**config.mk**
```make
export PLATFORM = sky130hd
export DESIGN_NAME = johnson_phase_monitor
export DESIGN_NICKNAME = d
export VERILOG_FILES = /design/src/rtl/johnson_pkg.sv /design/src/rtl/johnson_decode.sv /design/src/rtl/johnson_phase_monitor.sv
export SDC_FILE = /design/constraint.sdc
export NUM_CORES = 1
export LEC_CHECK = 0
export BUFFER_PORTS_ARGS = -buffer_cell sky130_fd_sc_hd__buf_4
export CAP_MARGIN = 5
export CORE_ASPECT_RATIO = 0.9
export CORE_MARGIN = 3
export CORE_UTILIZATION = 40
export DETAILED_ROUTE_END_ITERATION = 10
export GPL_TIMING_DRIVEN = 1
export MAX_ROUTING_LAYER = met4
export PLACE_DENSITY_LB_ADDON = 0.12
export SLEW_MARGIN = 20
export SYNTH_ARGS = -nofsm -noshare
export SYNTH_HDL_FRONTEND = slang
export SYNTH_SLANG_ARGS = --single-unit
```
**constraint.sdc**
```tcl
create_clock -name clk -period 1.5 [get_ports clk]
set_input_delay 0.075 -clock clk [delete_from_list [all_inputs] [get_ports clk]]
set_output_delay 0.075 -clock clk [all_outputs]
set_load 0.05 [all_outputs]
```
**src/rtl/johnson_pkg.sv**
```systemverilog
// Shared types, sizes and helpers for the Johnson phase monitor.
package johnson_pkg;

  localparam int JOHNSON_W  = 4;
  localparam int NUM_PHASES = 8;

  typedef enum logic [1:0] {
    ACQ    = 2'd0,
    LOCKED = 2'd1,
    ERR    = 2'd2
  } state_t;

  // Code the upstream counter produces one step after c.
  function automatic logic [JOHNSON_W-1:0] next_code(input logic [JOHNSON_W-1:0] c);
    return {c[JOHNSON_W-2:0], ~c[JOHNSON_W-1]};
  endfunction

endpackage

```
**src/rtl/johnson_decode.sv**
```systemverilog
// Combinational Johnson code to phase-index decoder with legality flag.
module johnson_decode
  import johnson_pkg::*;
(
  input  logic [JOHNSON_W-1:0] i_code,
  output logic [2:0]           o_phase,
  output logic                 o_legal
);

  // Map the 8 legal codes to their phase; all others are illegal.
  always_comb begin
    o_phase = 3'd0;
    o_legal = 1'b1;
    case (i_code)
      4'b0000: o_phase = 3'd0;
      4'b0001: o_phase = 3'd1;
      4'b0011: o_phase = 3'd2;
      4'b0111: o_phase = 3'd3;
      4'b1111: o_phase = 3'd4;
      4'b1110: o_phase = 3'd5;
      4'b1100: o_phase = 3'd6;
      4'b1000: o_phase = 3'd7;
      default: o_legal = 1'b0;
    endcase
  end

endmodule

```
**src/rtl/johnson_phase_monitor.sv**
```systemverilog
// Johnson count monitor: checks code/step legality, acquires lock, decodes
// the phase, counts revolutions and flags corruption once locked.
//
//   state  | meaning
//   ACQ    | counting consecutive legal steps toward lock; faults just restart
//   LOCKED | phase outputs valid; any fault goes to ERR
//   ERR    | outputs invalid, rev_count frozen; err_clr returns to ACQ
module johnson_phase_monitor
  import johnson_pkg::*;
#(
  parameter int LOCK_CNT   = 4,
  parameter int REV_W      = 8,
  parameter int ALLOW_HOLD = 0
) (
  input  logic                  clk,
  input  logic                  Reset,
  input  logic [JOHNSON_W-1:0]  Count_in,
  input  logic                  err_clr,
  output logic [2:0]            phase,
  output logic [NUM_PHASES-1:0] phase_onehot,
  output logic                  phase_valid,
  output logic                  locked,
  output logic                  rev_tick,
  output logic [REV_W-1:0]      rev_count,
  output logic                  illegal_err
);

  state_t                  r_state;
  logic [3:0]              r_acq;
  logic [JOHNSON_W-1:0]    r_prev;
  logic [2:0]              r_phase;
  logic [NUM_PHASES-1:0]   r_onehot;
  logic                    r_valid;
  logic                    r_tick;
  logic [REV_W-1:0]        r_rev;
  logic                    r_err;

  state_t                  w_state_nxt;
  logic [3:0]              w_acq_nxt;
  logic [3:0]              w_acq_inc;
  logic                    w_tick_nxt;
  logic                    w_err_nxt;
  logic [2:0]              w_phase;
  logic                    w_cur_legal;
  logic                    w_adv;
  logic                    w_hold;
  logic                    w_ok;
  logic                    w_wrap;

  johnson_decode u_dec (
    .i_code  (Count_in),
    .o_phase (w_phase),
    .o_legal (w_cur_legal)
  );

  // An illegal prev can never shift into a legal code, so checking cur suffices.
  assign w_adv     = w_cur_legal && (Count_in == next_code(r_prev));
  assign w_hold    = (ALLOW_HOLD != 0) && w_cur_legal && (Count_in == r_prev);
  assign w_ok      = w_adv || w_hold;
  assign w_wrap    = w_adv && (r_prev == 4'b1000);
  assign w_acq_inc = r_acq + 4'd1;

  // Next-state, acquisition counter, tick and sticky error decisions.
  always_comb begin
    w_state_nxt = r_state;
    w_acq_nxt   = r_acq;
    w_tick_nxt  = 1'b0;
    w_err_nxt   = r_err;
    case (r_state)
      ACQ: begin
        if (w_adv) begin
          if (w_acq_inc == 4'(LOCK_CNT)) begin
            w_state_nxt = LOCKED;
            w_acq_nxt   = 4'd0;
          end else begin
            w_acq_nxt = w_acq_inc;
          end
        end else if (!w_hold) begin
          w_acq_nxt = 4'd0;
        end
      end
      LOCKED: begin
        if (!w_ok) begin
          w_state_nxt = ERR;
          w_err_nxt   = 1'b1;
        end else begin
          w_tick_nxt = w_wrap;
        end
      end
      ERR: begin
        if (err_clr) begin
          w_state_nxt = ACQ;
          w_acq_nxt   = 4'd0;
          w_err_nxt   = 1'b0;
        end
      end
      default: w_state_nxt = ACQ;
    endcase
  end

  // State, history and registered outputs.
  always_ff @(posedge clk or negedge Reset) begin
    if (!Reset) begin
      r_state  <= ACQ;
      r_acq    <= 4'd0;
      r_prev   <= '0;
      r_phase  <= 3'd0;
      r_onehot <= '0;
      r_valid  <= 1'b0;
      r_tick   <= 1'b0;
      r_rev    <= '0;
      r_err    <= 1'b0;
    end else begin
      r_state  <= w_state_nxt;
      r_acq    <= w_acq_nxt;
      r_prev   <= Count_in;
      r_valid  <= (w_state_nxt == LOCKED);
      r_onehot <= (w_state_nxt == LOCKED) ? (NUM_PHASES'(1) << w_phase) : '0;
      r_tick   <= w_tick_nxt;
      r_err    <= w_err_nxt;
      if (w_state_nxt != ERR && w_cur_legal) r_phase <= w_phase;
      if (w_tick_nxt) r_rev <= r_rev + REV_W'(1);
    end
  end

  assign phase        = r_phase;
  assign phase_onehot = r_onehot;
  assign phase_valid  = r_valid;
  assign locked       = (r_state == LOCKED);
  assign rev_tick     = r_tick;
  assign rev_count    = r_rev;
  assign illegal_err  = r_err;

endmodule
```
==> flow_metrics.tcl <==
set metrics [dict create \
    yosysMostFrequentCell "dfrtp_1" \
    grt_pass1_wl_um 5840 \
    syn_inst 135 \
    ys_types 33 \
    wirelength_um 3570 \
    cp.arrival_ns 1.82 \
    async_flop_share_pct 100 \
    clock_sinks 32 \
    syn_to_final_growth_pct 49.4 \
    rrSetupSlack_ns -0.15 \
    fin_util_pct 63.8 \
    die_w_um 70.3 \
    hold_path_class "in -> reg" \
    rsz0062_at_grt "true" \
    setup_tns_ns -1.57 \
    required_ns 1.67 \
    drt-vias-per-instance 5.05 \
    syn-num-nets 145 \
    max-cap-violations 0 \
    dieArea_um2 4480 \
    synth_area_leaders "dfrtp_1 (54%), xnor2_1 (6.5%), nand2_1 (3.8%)" \
    crit_fanout 5 \
    num_vias 1226 \
    p_total_mw 1.84 \
    hold_path_depth 2 \
    synth_edf_count 0 \
    powerDensity_nw_per_um2 828 \
    violations "negative setup slack" \
    critPathKind "reg -> reg" \
    grt.overflow.total 0 \
    ys.flop_type "dfrtp_1" \
    drive_gt1_share_pct 47.7 \
    cts_max_path_buffers 2 \
    io_buffers 29 \
    wl_per_cell_um 14.7 \
    drt_pass1_iterations 4 \
    p_leak_nw 1.04 \
    die_h_um 63.8 \
    drc 0 \
    drt_iter0_drc 27 \
    synth_top_area_share_pct 53.9 \
    hpwl_um 2350 \
    clk_latency_ns 0.29 \
    status "finished, violations left" \
    antenna_cells 0 \
    reg2reg_from "r_acq[1]$_DFFE_PN0P_" \
    register_area_um2 803 \
    drt.antenna.violating_nets 0 \
    start_util_pct 42.7 \
    ir_drop_mv 0.583 \
    finClkSkew_ns 0.00277 \
    yosysWarnings 0 \
    ys_ff_latch 32 \
    r2r_end "phase_onehot[7]$_DFF_PN0_" \
    min_period_ns 1.65 \
    yosysSeqAreaShare_pct 53.9 \
    fin_crit_sh_pct 110 \
    core_um2 3480 \
    gp_congestion 0.777 \
    synth.avg_cell_area_um2 11.0 \
    cts_buffers 5 \
    fin_nets 208 \
    fin_ws_ns -0.152 \
    ff2ff_path_depth 6 \
    finalHoldViolations 0 \
    place_area_um2 1900 \
    endpoint_kind "register" \
    synth_top_area_cell "dfrtp_1" \
    worst_setup_path_start_kind "register" \
    grt_max_degree 33 \
    hold_start "Count_in[3]" \
    max_freq_mhz 606 \
    path_clk_slew_ns 0.06 \
    multiInputGateArea_um2 729 \
    tightest_slew_ns 0.585 \
    finalSetupViolCount 21 \
    synth_area_um2 1490 \
    cts-root-buf "clkbuf_8" \
    pre_cts_slack_ns -0.261 \
    fin_area_um2 2220 \
    relSlewSlack_pct 60.6 \
    ios 30 \
    report.final.slew_viol_count 0 \
    cts_tree "built" \
    row_count 20 \
    min_to "r_prev[3]$_DFF_PN0_" \
    synthTopCellsByCount "dfrtp_1 (32), nand2_1 (15), inv_1 (13)" \
    antenna_found_initial 0 \
    nFillCells 276 \
    grt_pass1_vias 1263 \
    track_usage_pct 17.3 \
    clock_tree.htree_level_count 2 \
]
worst max path at each step:
stage                               startpoint                         to  slack (ns)  cells past startpoint
after CTS                  r_prev[1]$_DFF_PN0_  phase_onehot[3]$_DFF_PN0_       -0.14                      7
after global routing       r_prev[3]$_DFF_PN0_   rev_count[3]$_DFFE_PN0P_       -0.25                      7
after detailed placement  r_acq[0]$_DFFE_PN0P_  phase_onehot[7]$_DFF_PN0_       -0.26                      6
after global placement     r_prev[0]$_DFF_PN0_   rev_count[3]$_DFFE_PN0P_       -0.17                      6
final                     r_acq[1]$_DFFE_PN0P_  phase_onehot[7]$_DFF_PN0_       -0.15                      6
after floorplan            r_prev[1]$_DFF_PN0_   rev_count[1]$_DFFE_PN0P_       -0.15                      4
repair_timing:
action,CTS,global route
hold endpoints to repair,35,0
gates cloned,1,0
setup buffers,5,3
gates resized for setup,14,18
hold buffers,4,0
pin swaps,3,9
endpoints found under the setup margin,20,26
cell families (layout without fill, tap and decap cells):
family | after synthesis | count (layout) | synth area share, %
XOR/XNOR | 13 | 13 | 7.66
AND/OR/NAND/NOR | 47 | 47 | 19.6
AO/OA/AOI/OAI | 19 | 19 | 8.33
buffers and inverters | 18 | 82 | 5.72
multiplexers | 3 | 3 | 2.27
adder cells (fa/ha/maj) | 3 | 3 | 2.53
flip-flops | 32 | 32 | 53.9
cell type report:
class	instances	area share, %
multi-input combinational	85	32.8
timing repair buffer	61	22.1
inverter	13	2.37
sequential	32	36.2
clock buffer	8	4.06
tap	44	2.48
state kept, by name, summed over array words and instances, names as in the netlist:
name,flops
rev_tick,1
r_prev,4
illegal_err,1
r_acq,4
r_state,2
phase,3
rev_count,8
phase_valid,1
phase_onehot,8
stage by stage:
step | hold WS [ns] | instances
floorplan | -0.221 | 135
global placement | 0.0355 | 222
detailed placement | 0.0396 | 222
CTS | 0.0575 | 240
global route | 0.0618 | 243
finish | 0.0627 | 243
power by group:
part	internal (mW)	switching, mW	leakage [nW]
Combinational	0.104	0.149	0.569
Sequential	0.884	0.0156	0.430
Clock	0.374	0.312	0.0455
Total	1.36	0.476	1.04
cell usage in the layout, fill, tap and decap left out, drive strengths merged, types with 2 or more instances in the layout:
cell and instances:
a21oi 3, and3 4, buf 57, clkbuf 8, dfrtp 32, dlygate4sd3 4, ha 3, inv 12
mux2 3, nand2 15, nand2b 2, nand3 4, nand4 5, nor2 4, nor3 4, nor4 5
nor4b 2, o21ai 8, xnor2 11, xor2 2
worst max-delay path, cell delays in order, from the launching register on:
cell	delay (ns)
dfrtp_2	0.44
ha_4	0.19
a41oi_4	0.23
o31a_1	0.20
nand2b_4	0.15
buf_6	0.13
and4bb_1	0.19
layer usage:
| metal | track usage, % | up-vias | routed length, µm |
|---|---|---|---|
| met4 | 11.5 | 0 | 150 |
| met5 | - | - | 0 |
| li1 | - | 595 | - |
| met3 | 4.40 | 16 | 156 |
| met2 | 27.0 | 33 | 1750 |
| met1 | 19.6 | 582 | 1510 |
Power figures use the tool's default switching activity.
